==> src/rtl/wq_rptr_decode.sv <==
// Write-domain receiver for the async FIFO read pointer: two-flop Gray synchronizer,
// Gray-to-binary decode, fill level, almost-full flag and sticky protocol checkers.
module wq_rptr_decode #(
  parameter int ADDRSIZE = 4
) (
  input  logic                wclk,
  input  logic                wrst_n,
  input  logic [ADDRSIZE:0]   rptr,
  input  logic [ADDRSIZE:0]   wbin,
  input  logic [ADDRSIZE:0]   afull_thresh,
  input  logic                err_clr,
  output logic [ADDRSIZE:0]   wq2_rptr,
  output logic [ADDRSIZE:0]   wq2_rbin,
  output logic [ADDRSIZE:0]   wlevel,
  output logic                walmost_full,
  output logic                wgray_err,
  output logic                wovf_err
);

  localparam int PW = ADDRSIZE + 1;
  localparam logic [PW-1:0] DEPTH = {1'b1, {ADDRSIZE{1'b0}}};

  typedef enum logic [1:0] {
    COLD  = 2'd0,
    FILL1 = 2'd1,
    FILL2 = 2'd2,
    ARMED = 2'd3
  } prime_e;

  function automatic logic [PW-1:0] gray2bin(input logic [PW-1:0] g);
    logic [PW-1:0] b;
    b[PW-1] = g[PW-1];
    for (int i = PW - 2; i >= 0; i--) begin
      b[i] = b[i+1] ^ g[i];
    end
    return b;
  endfunction

  function automatic logic [7:0] popcount(input logic [PW-1:0] v);
    logic [7:0] cnt;
    cnt = 8'd0;
    for (int i = 0; i < PW; i++) begin
      cnt = cnt + 8'(v[i]);
    end
    return cnt;
  endfunction

  logic [PW-1:0] wq1_q, wq1_d;
  logic [PW-1:0] wq2_q, wq2_d;
  logic [PW-1:0] wq3_q, wq3_d;
  logic [PW-1:0] rbin_q, rbin_d;
  logic [PW-1:0] wlevel_q, wlevel_d;
  logic          afull_q, afull_d;
  logic          gray_err_q, gray_err_d;
  logic          ovf_err_q, ovf_err_d;
  prime_e        prime_q, prime_d;
  logic          armed_s;
  logic          gray_set_s;
  logic          ovf_set_s;

  // Next-state logic; checks stay masked until the pipeline has refilled after reset.
  always_comb begin
    wq1_d      = rptr;
    wq2_d      = wq1_q;
    wq3_d      = wq2_q;
    rbin_d     = gray2bin(wq2_q);
    wlevel_d   = wbin - rbin_q;
    afull_d    = (wlevel_d >= afull_thresh);
    armed_s    = (prime_q == ARMED);
    gray_set_s = armed_s && (popcount(wq2_q ^ wq3_q) > 8'd1);
    ovf_set_s  = armed_s && (wlevel_d > DEPTH);
    gray_err_d = gray_set_s | (gray_err_q & ~err_clr);
    ovf_err_d  = ovf_set_s | (ovf_err_q & ~err_clr);
    case (prime_q)
      COLD:    prime_d = FILL1;
      FILL1:   prime_d = FILL2;
      FILL2:   prime_d = ARMED;
      ARMED:   prime_d = ARMED;
      default: prime_d = COLD;
    endcase
  end

  // All state, cleared asynchronously.
  always_ff @(posedge wclk or negedge wrst_n) begin
    if (!wrst_n) begin
      wq1_q      <= '0;
      wq2_q      <= '0;
      wq3_q      <= '0;
      rbin_q     <= '0;
      wlevel_q   <= '0;
      afull_q    <= 1'b0;
      gray_err_q <= 1'b0;
      ovf_err_q  <= 1'b0;
      prime_q    <= COLD;
    end else begin
      wq1_q      <= wq1_d;
      wq2_q      <= wq2_d;
      wq3_q      <= wq3_d;
      rbin_q     <= rbin_d;
      wlevel_q   <= wlevel_d;
      afull_q    <= afull_d;
      gray_err_q <= gray_err_d;
      ovf_err_q  <= ovf_err_d;
      prime_q    <= prime_d;
    end
  end

  assign wq2_rptr     = wq2_q;
  assign wq2_rbin     = rbin_q;
  assign wlevel       = wlevel_q;
  assign walmost_full = afull_q;
  assign wgray_err    = gray_err_q;
  assign wovf_err     = ovf_err_q;

endmodule

==> config.mk <==
export PLATFORM = sky130hd
export DESIGN_NAME = wq_rptr_decode
export DESIGN_NICKNAME = d
export VERILOG_FILES = /design/src/rtl/wq_rptr_decode.sv
export SDC_FILE = /design/constraint.sdc
export NUM_CORES = 1
export LEC_CHECK = 0
export BUFFER_PORTS_ARGS = -buffer_cell sky130_fd_sc_hd__buf_2
export CAP_MARGIN = 40
export CORE_MARGIN = 5
export CORE_UTILIZATION = 53
export CTS_BUF_LIST = sky130_fd_sc_hd__clkbuf_4 sky130_fd_sc_hd__clkbuf_8 sky130_fd_sc_hd__clkbuf_16
export DETAILED_ROUTE_END_ITERATION = 12
export PLACE_DENSITY_LB_ADDON = 0.15
export REMOVE_ABC_BUFFERS = 1
export SLEW_MARGIN = 25
export SYNTH_ARGS = -nofsm -noshare
export SYNTH_HDL_FRONTEND = slang
export SYNTH_SLANG_ARGS = --single-unit
==> constraint.sdc <==
create_clock -name wclk -period 4.35 [get_ports wclk]
set_input_delay 0.435 -clock wclk [delete_from_list [all_inputs] [get_ports wclk]]
set_output_delay 0.435 -clock wclk [all_outputs]
set_load 0.02 [all_outputs]
### Word level (Yosys, flattened, before mapping)

Index checks and enable logic that the tools add are counted.

* $add $sub $neg: 5
* $lt $le $gt $ge: 3
* equal/unequal tests: 3
* multiplexer cells: 1
* bitwise gates (word level): 10
* reduce and logical (&&, ||, !) cells: 4

Operator list (number)
* 2-bit one-hot mux with 3 select lines: 1
* 4-bit by 1-bit adder with 5-bit output: 1
* 5-bit >= comparator: 1
* 5-bit by 1-bit > comparator with 1-bit output, second input constant: 1
* 5-bit > comparator, second input constant: 1
* 5-bit subtractor: 1
* 5-bit bitwise XOR: 1
* 3-bit by 1-bit adder with 4-bit output: 1
* 2-bit equality test, second input constant: 2
* 1-bit bitwise XOR: 4
* 2-bit by 1-bit adder with 3-bit output: 1
* 1-bit by 1-bit adder with 2-bit output: 1
* 1-bit AND: 2
* 2-bit by 1-bit equality test with 1-bit output, second input constant: 1
* 1-bit logical AND: 2
* 2-bit zero test: 1
* 1-bit OR: 2
* 2-bit OR reduction: 1
* 1-bit inverter: 1

* bits in registers: 30
* output and inout bits: 18
* logic and storage cells: 35

### Logic depth before layout (Yosys ltp)

Gate-level depths: netlist (run 1).

* depth in word-level cells: 8
* mapped depth: 10

### Worst setup path before layout (run 1)

Ideal clock, no wire load.

* kind: flip-flop to flip-flop
* from: register rbin_q[0], in the netlist wq2_rbin[0]
* to: register afull_q, in the netlist walmost_full
* data arrival time: 2.216 ns
* data required time: 4.222 ns
* slack: 2.006 ns
* cell stages (with the launch flop): 10
* buffers on the path: 0
* path through: dfrtp_1 -> ha_1 -> inv_1 -> fa_1 -> and3_1 -> or3_1 -> and2_1 -> ha_1 -> a21oi_1 -> o21ai_0

* longest elaborated chain between the ends: 2

RTL lines
* start, declared: line 51 `logic [PW-1:0] rbin_q, rbin_d;`
* start signal, assigned: line 99 `rbin_q <= rbin_d;`
* 5-bit subtractor: line 67 `wlevel_d = wbin - rbin_q;`
* via wlevel_d[4]: line 52 `logic [PW-1:0] wlevel_q, wlevel_d;`
* 5-bit >= comparator: line 68 `afull_d = (wlevel_d >= afull_thresh);`
* via afull_d: line 53 `logic afull_q, afull_d;`
* end signal, assigned: line 101 `afull_q <= afull_d;`
* end, declared: line 53

The timed path passes the listed nets, and every way through them passes these cells.

### Worst setup path in the final report (run 1)

Ends and elaborated chain as after synthesis.

==> results of run 1 <==
cell usage in the layout, fill, tap and decap left out, types with 2 or more instances in the layout:
| cell type | count |
|---|---|
| fa_1 | 2 |
| nand2b_1 | 3 |
| dfrtp_1 | 29 |
| nand2_1 | 3 |
| ha_1 | 10 |
| buf_2 | 35 |
| a21o_1 | 2 |
| inv_1 | 14 |
| clkbuf_4 | 6 |
| xor2_1 | 5 |
| xnor2_1 | 6 |
| o21ai_0 | 3 |
| a21oi_1 | 5 |
metrics by stage:
| step | worst slack (ps) | total power, mW | area [sq um] | utilization, % | std cells |
|---|---|---|---|---|---|
| global placement | 1860 | 0.533 | 1400 | 64.1 | 154 |
| global route | 1900 | 0.823 | 1490 | 68.1 | 162 |
| detailed placement | 1800 | 0.540 | 1400 | 64.1 | 154 |
| finish | 2040 | 0.766 | 1490 | 68.1 | 162 |
| CTS | 2030 | 0.782 | 1490 | 68.1 | 162 |
| floorplan | 2010 | 0.467 | 1190 | - | 91 |
power groups by stage:
stage	combinational (mW)	clock [mW]	sequential (mW)
global placement	0.205	0	0.329
global route	0.236	0.258	0.329
finish	0.211	0.232	0.323
CTS	0.216	0.241	0.324
floorplan	0.0914	0	0.375
detailed placement	0.211	0	0.329
cells in the mapped netlist, drive strengths merged (2+ instances only):
library cell   n  share of area [%]
a21o           2                1.2
a21oi          5                2.1
buf            2                1.2
dfrtp         29                 60
fa             2                3.3
ha            10                 10
inv           14                4.3
nand2          3               0.93
nand2b         3                1.6
o21ai          3                1.2
xnor2          7                5.7
xor2           5                3.6
kinds of logic after synthesis:
logic type / count (synthesis)
compound gates: 12
xor+xnor: 12
fa+ha+maj: 12
buf+inv: 16
flops: 29
simple gates: 12
worst max-delay path: stages, from the launching register on:
cell and delay, ps:
dfrtp_1 350, ha_1 160, inv_1 60, fa_1 380, and3_1 170, or3_1 380
and2_1 180, ha_1 290, a21oi_1 140, o21ai_0 90
flip-flops by register name (all words and copies together) (netlist names):
signal,count
wq2_rptr,5
prime_q,2
walmost_full,1
wq3_q,4
wovf_err,1
wq1_q,5
wgray_err,1
wlevel,5
wq2_rbin,5
layer usage:
metal / share of wire, % / vias to the layer above
met5: 0 / -
met4: 2.2 / 0
li1: - / 377
met1: 34 / 365
met2: 55 / 25
met3: 8.7 / 5
worst max path at each step:
stage	start	endpoint	slack (ps)	cells after the start
2_1_floorplan	wq2_rbin[0]	walmost_full	2010	9
3_3_place_gp	wbin[0]	walmost_full	1860	11
3_5_place_dp	wbin[0]	walmost_full	1800	11
4_1_cts	wq2_rbin[0]	walmost_full	2030	9
5_1_grt	wq2_rbin[0]	walmost_full	1900	9
6_report	wq2_rbin[0]	walmost_full	2040	9
cell type report:
type	count	area [sq um]
Multi-Input combinational cell	48	415
Inverter	14	52.6
Timing Repair Buffer	35	175
Clock buffer	7	58.8
Clock inverter	1	30.0
Tap cell	28	35.0
Sequential cell	29	726
Fill cell	171	698
==> qor.txt, run 1 <==
ant diodes: 0
worst min-delay path class: primary input to asynchronous set/reset pin
Critical Path Start Type: flop
CTS resizes: 0
crit path kind: flop to flop
Worst EP required: 4550 ps
Nets: 163
sequential area share after synthesis: 60.0%
Layout Area Growth over Synthesis: 23.5%
total grt overflow: 0
Setup TNS: 0 ps
RePlAce Congestion: 0.824
cell count after synthesis: 93
Max Slew Vio Count: 0
Max clock buf depth: 2
Clock Power Share: 30.3%
Worst-Skew Late Latency: 320 ps
Routed Antenna Nets: 0
ys flop type: dfrtp_1
Die H: 57.8 um
met1 Usage GRT: 14.5%
hold_buf cts: 0
Cell Area, Synth: 1210 sq um
P_sw: 0.231 mW
worst r2r dst: walmost_full
Compound-Gate Fraction of Synth Area: 5.80%
fmax: 432 MHz
Final Hold Viols: 0
part of the cycle the worst path needs: 53.2%
Post-Synth Simple-Gate Area: 5.59%
met3 Usage GRT: 8.69%
r2r startpoint: wq2_rbin[0]
setup violators final: 0
Initial Util: 55.2%
drt via density: 4.77
drt pass-1 iters: 4
Reg power frac: 42.1%
switching portion of total power: 30.2%
TritonCTS clock tree: yes
Worst EP arrival: 2510 ps
core region area: 2190 sq um
maximum vdd drop: 0.340 mV
clk_skew: 10.2 ps
Worst Setup End Kind: flop
share of cells above drive strength 1: 33.6%
I/O Buffers: 35
max-cap violations: 0
first-pass GRT wire length: 3.66 mm
largest net degree at the start of global routing: 30
synth unique cells: 21
RSZ-0062 raised after global routing: no
Hold Slack: 115 ps
multiplexer share of the synthesized area: 0%
post-CTS setup buffers: 0
GRT Overall Usage: 15.6%
Logic pwr share: 27.5%
Post-synth ARST share: 100%
Max-slew headroom: 58.7%
highest fanout seen on the critical path: 2
internal power: 0.535 mW
H-tree levels: 2
Power Dens Cells: 513 nW/um^2
vias: 772
initial drt markers: 14
DP HPWL: 1.58 mm
initial antenna violation count: 0
Synth Register Bits: 29
setup slack, reg-to-reg: 2040 ps
EDFF count, synth: 0
main combinational cell family by area after synthesis: adder cells
Residual DRC: 0
standard-cell rows: 17
adder-cell area share of the yosys netlist: 13.7%
CTS buffer count: 5
Reg clk slew, reported paths: 90 ps
minimum clock period: 2310 ps
per-cell routed wire length: 12.8 um
Total Wirelength: 2.07 mm
Ports: 36
clock tree sinks: 29
Post-Synth XOR/XNOR Area: 9.32%
Worst R2R Path Depth: 9
Static Leak: 0.781 nW
met2 Usage GRT: 27.4%
busiest grt layer: met2
status: finished, final reports clean
Worst-Margin Slew: 620 ps
vias in the first global route: 858
die area: 3340 sq um
Root Buffer: clkbuf_4
die width: 57.8 um
Synth Area per Inst: 13.0 sq um
yosys warns: 0
(Power assumes the default switching activity.)
==> run 2: changes to the inputs <==
--- a/config.mk
+++ b/config.mk
@@ -5,10 +5,11 @@
 export SDC_FILE = /design/constraint.sdc
 export NUM_CORES = 1
 export LEC_CHECK = 0
+export ABC_AREA = 1
 export BUFFER_PORTS_ARGS = -buffer_cell sky130_fd_sc_hd__buf_2
 export CAP_MARGIN = 40
 export CORE_MARGIN = 5
-export CORE_UTILIZATION = 53
+export CORE_UTILIZATION = 50
 export CTS_BUF_LIST = sky130_fd_sc_hd__clkbuf_4 sky130_fd_sc_hd__clkbuf_8 sky130_fd_sc_hd__clkbuf_16
 export DETAILED_ROUTE_END_ITERATION = 12
 export PLACE_DENSITY_LB_ADDON = 0.15
==> constraint.sdc (replaced) <==
create_clock -name wclk -period 2.3 [get_ports wclk]
set_input_delay 0.23 -clock wclk [delete_from_list [all_inputs] [get_ports wclk]]
set_output_delay 0.23 -clock wclk [all_outputs]
set_load 0.02 [all_outputs]
==> qor.txt, run 2 <==
status: finished, final reports clean
Critical Path Start Type: flop
ant diodes: 0
Initial Util: 51.9%
commonest non-fill, non-tap cell in the layout: buf_2
max-cap violations: 0
highest fanout seen on the critical path: 3
Die H: 60.7 um
DP HPWL: 1.74 mm
minimum clock period: 2060 ps
cell count after synthesis: 125
sequential area share after synthesis: 56.4%
RSZ-0062 raised after global routing: no
Area contributors post-synth: dfrtp_1, ha_1, inv_1, nand2_1, fa_1
Worst EP required: 2490 ps
HP Start: err_clr
part of the cycle the worst path needs: 89.7%
CP Launch Point: wq2_rbin[0]
total grt overflow: 0
maximum vdd drop: 0.512 mV
EDFF count, synth: 0
Static Leak: 0.905 nW
Logic pwr share: 25.4%
Residual DRC: 0
Worst-Margin Slew: 621 ps
Yosys top cell by area: dfrtp_1
die width: 60.7 um
Max Slew Vio Count: 0
vias in the first global route: 974
Reg power frac: 46.8%
CP Cell Sequence: ha_1 > inv_1 > fa_1 > nand3_1 > nand3_1 > nand2_1 > inv_1 > ha_1 > nand2_1 > inv_1 > nand4_1 > o2111ai_1
Max clock buf depth: 2
vias: 929
register area: 726 sq um
Worst-Skew Late Latency: 320 ps
Worst Setup End Kind: flop
Synth Area per Inst: 10.3 sq um
worst min-delay path class: primary input to flop
share of cells above drive strength 1: 26.7%
first-pass GRT wire length: 3.95 mm
Layout Area Growth over Synthesis: 25.5%
clk_skew: 7.13 ps
ys flop type: dfrtp_1
RePlAce Congestion: 0.850
Max-slew headroom: 58.6%
CP max stage cell: fa_1
placed cell areas: 1480 sq um
Total Wirelength: 2.24 mm
internal power: 0.861 mW
Power Dens Cells: 772 nW/um^2
post-CTS setup buffers: 0
P_sw: 0.385 mW
r2r startpoint: wq2_rbin[0]
setup violators final: 0
Worst EP arrival: 2260 ps
Routed Antenna Nets: 0
Post-synth ARST share: 100%
fmax: 485 MHz
Filler cells: 222
clock tree sinks: 29
synth unique cells: 18
Power, Total: 1.25 mW
GRT Overall Usage: 15.2%
drt pass-1 iters: 4
TritonCTS clock tree: yes
post-route cell area: 1610 sq um
most frequent cell after synthesis: dfrtp_1
Clock Power Share: 27.7%
Ports: 36
H-tree levels: 2
Root Buffer: clkbuf_4
multi-input combinational cell area: 448 sq um
Worst path most repeated cell: inv_1
die area: 3690 sq um
core region area: 2480 sq um
initial antenna violation count: 0
initial drt markers: 21
CTS buffer count: 5
I/O Buffers: 35
Reg clk slew, reported paths: 90 ps
most frequent cells in the layout: buf_2, dfrtp_1, inv_1, nand2_1, ha_1
Cell Area, Synth: 1290 sq um
Nets: 201
switching portion of total power: 30.9%
largest net degree at the start of global routing: 30
top-area cell type share of the netlist area: 56.4%
fin util: 65.2%
Synth Register Bits: 29
per-cell routed wire length: 11.1 um
CP peak stage delay: 400 ps
Setup TNS: 0 ps
yosys warns: 0
standard-cell rows: 18
drt via density: 4.60
most frequent cells after synthesis: dfrtp_1, inv_1, nand2_1
crit path kind: flop to flop
Final Hold Viols: 0
==> run 2: cell count changes after synthesis, moves of 3 or more <==
cell      previous run  this run
nand2_1              3        26
inv_1               14        26
nand3_1              0         8
nand2_2              0         3
nand2b_1             3         0
o21ai_0              3         0
xnor2_1              6         3
xor2_1               5         2
==> run 2: final timing paths <==
check	endpoint	slack [ps]	cells after the start
setup / recovery	walmost_full	240	12
hold / removal	wovf_err	150	4
setup reg to reg	walmost_full	240	12
hold reg to reg	wq2_rptr[2]	360	0
max in group asynchronous	wq2_rptr[0]	1440	2
min in group asynchronous	wlevel[1]	450	2
==> run 2: worst max-delay path, delay by kind of cell, from the launching register on <==
kind	cells	cell delay, ps
adder cells (fa/ha/maj)	3	850
AND/OR/NAND/NOR	5	460
flip-flops	1	360
AO/OA/AOI/OAI	1	110
buffers and inverters	3	160
==> run 2: final cells by class <==
class	instances	share of cell area, %
Sequential cell	29	45.0
Multi-Input combinational cell	68	27.8
Timing Repair Buffer	41	14.6
Inverter	26	6.05
Clock buffer	7	4.03
Tap cell	30	2.33
Clock inverter	1	0.310
==> run 2: cell families after synthesis <==
logic type / synth area share [%]
simple gates: 15.8
flops: 56.4
buf+inv: 8.75
fa+ha+maj: 12.8
compound gates: 2.82
xor+xnor: 3.41
==> run 2: power groups by stage <==
stage	clock (mW)	combinational (mW)	sequential (mW)
finish	0.346	0.317	0.584
global route	0.391	0.363	0.591
CTS	0.361	0.321	0.585
detailed placement	0	0.314	0.595
global placement	0	0.303	0.594
floorplan	0	0.143	0.655
==> run 2: stage by stage <==
| stage | hold WS, ps | std cells | setup WS (ps) |
|---|---|---|---|
| 6_report | 146 | 202 | 237 |
| 5_1_grt | 161 | 202 | 33.2 |
| 4_1_cts | 0.914 | 201 | 223 |
| 3_5_place_dp | 292 | 188 | 197 |
| 3_3_place_gp | 279 | 188 | 322 |
| 2_1_floorplan | -65.6 | 123 | 272 |
==> run 2: what timing repair did <==
action                                  CTS  global route
resized for setup                         0             0
endpoints found under the setup margin    0             0
endpoints found under the hold margin    33             1
hold buffers                              5             1
==> run 2: layer usage <==
metal | GRT usage, % | share of wire [%] | up-vias
li1 | - | - | 478
met1 | 15.9 | 39 | 414
met2 | 25.6 | 49 | 29
met3 | 6.17 | 8.8 | 8
met4 | 8.67 | 3.0 | 0
met5 | 0 | 0 | -
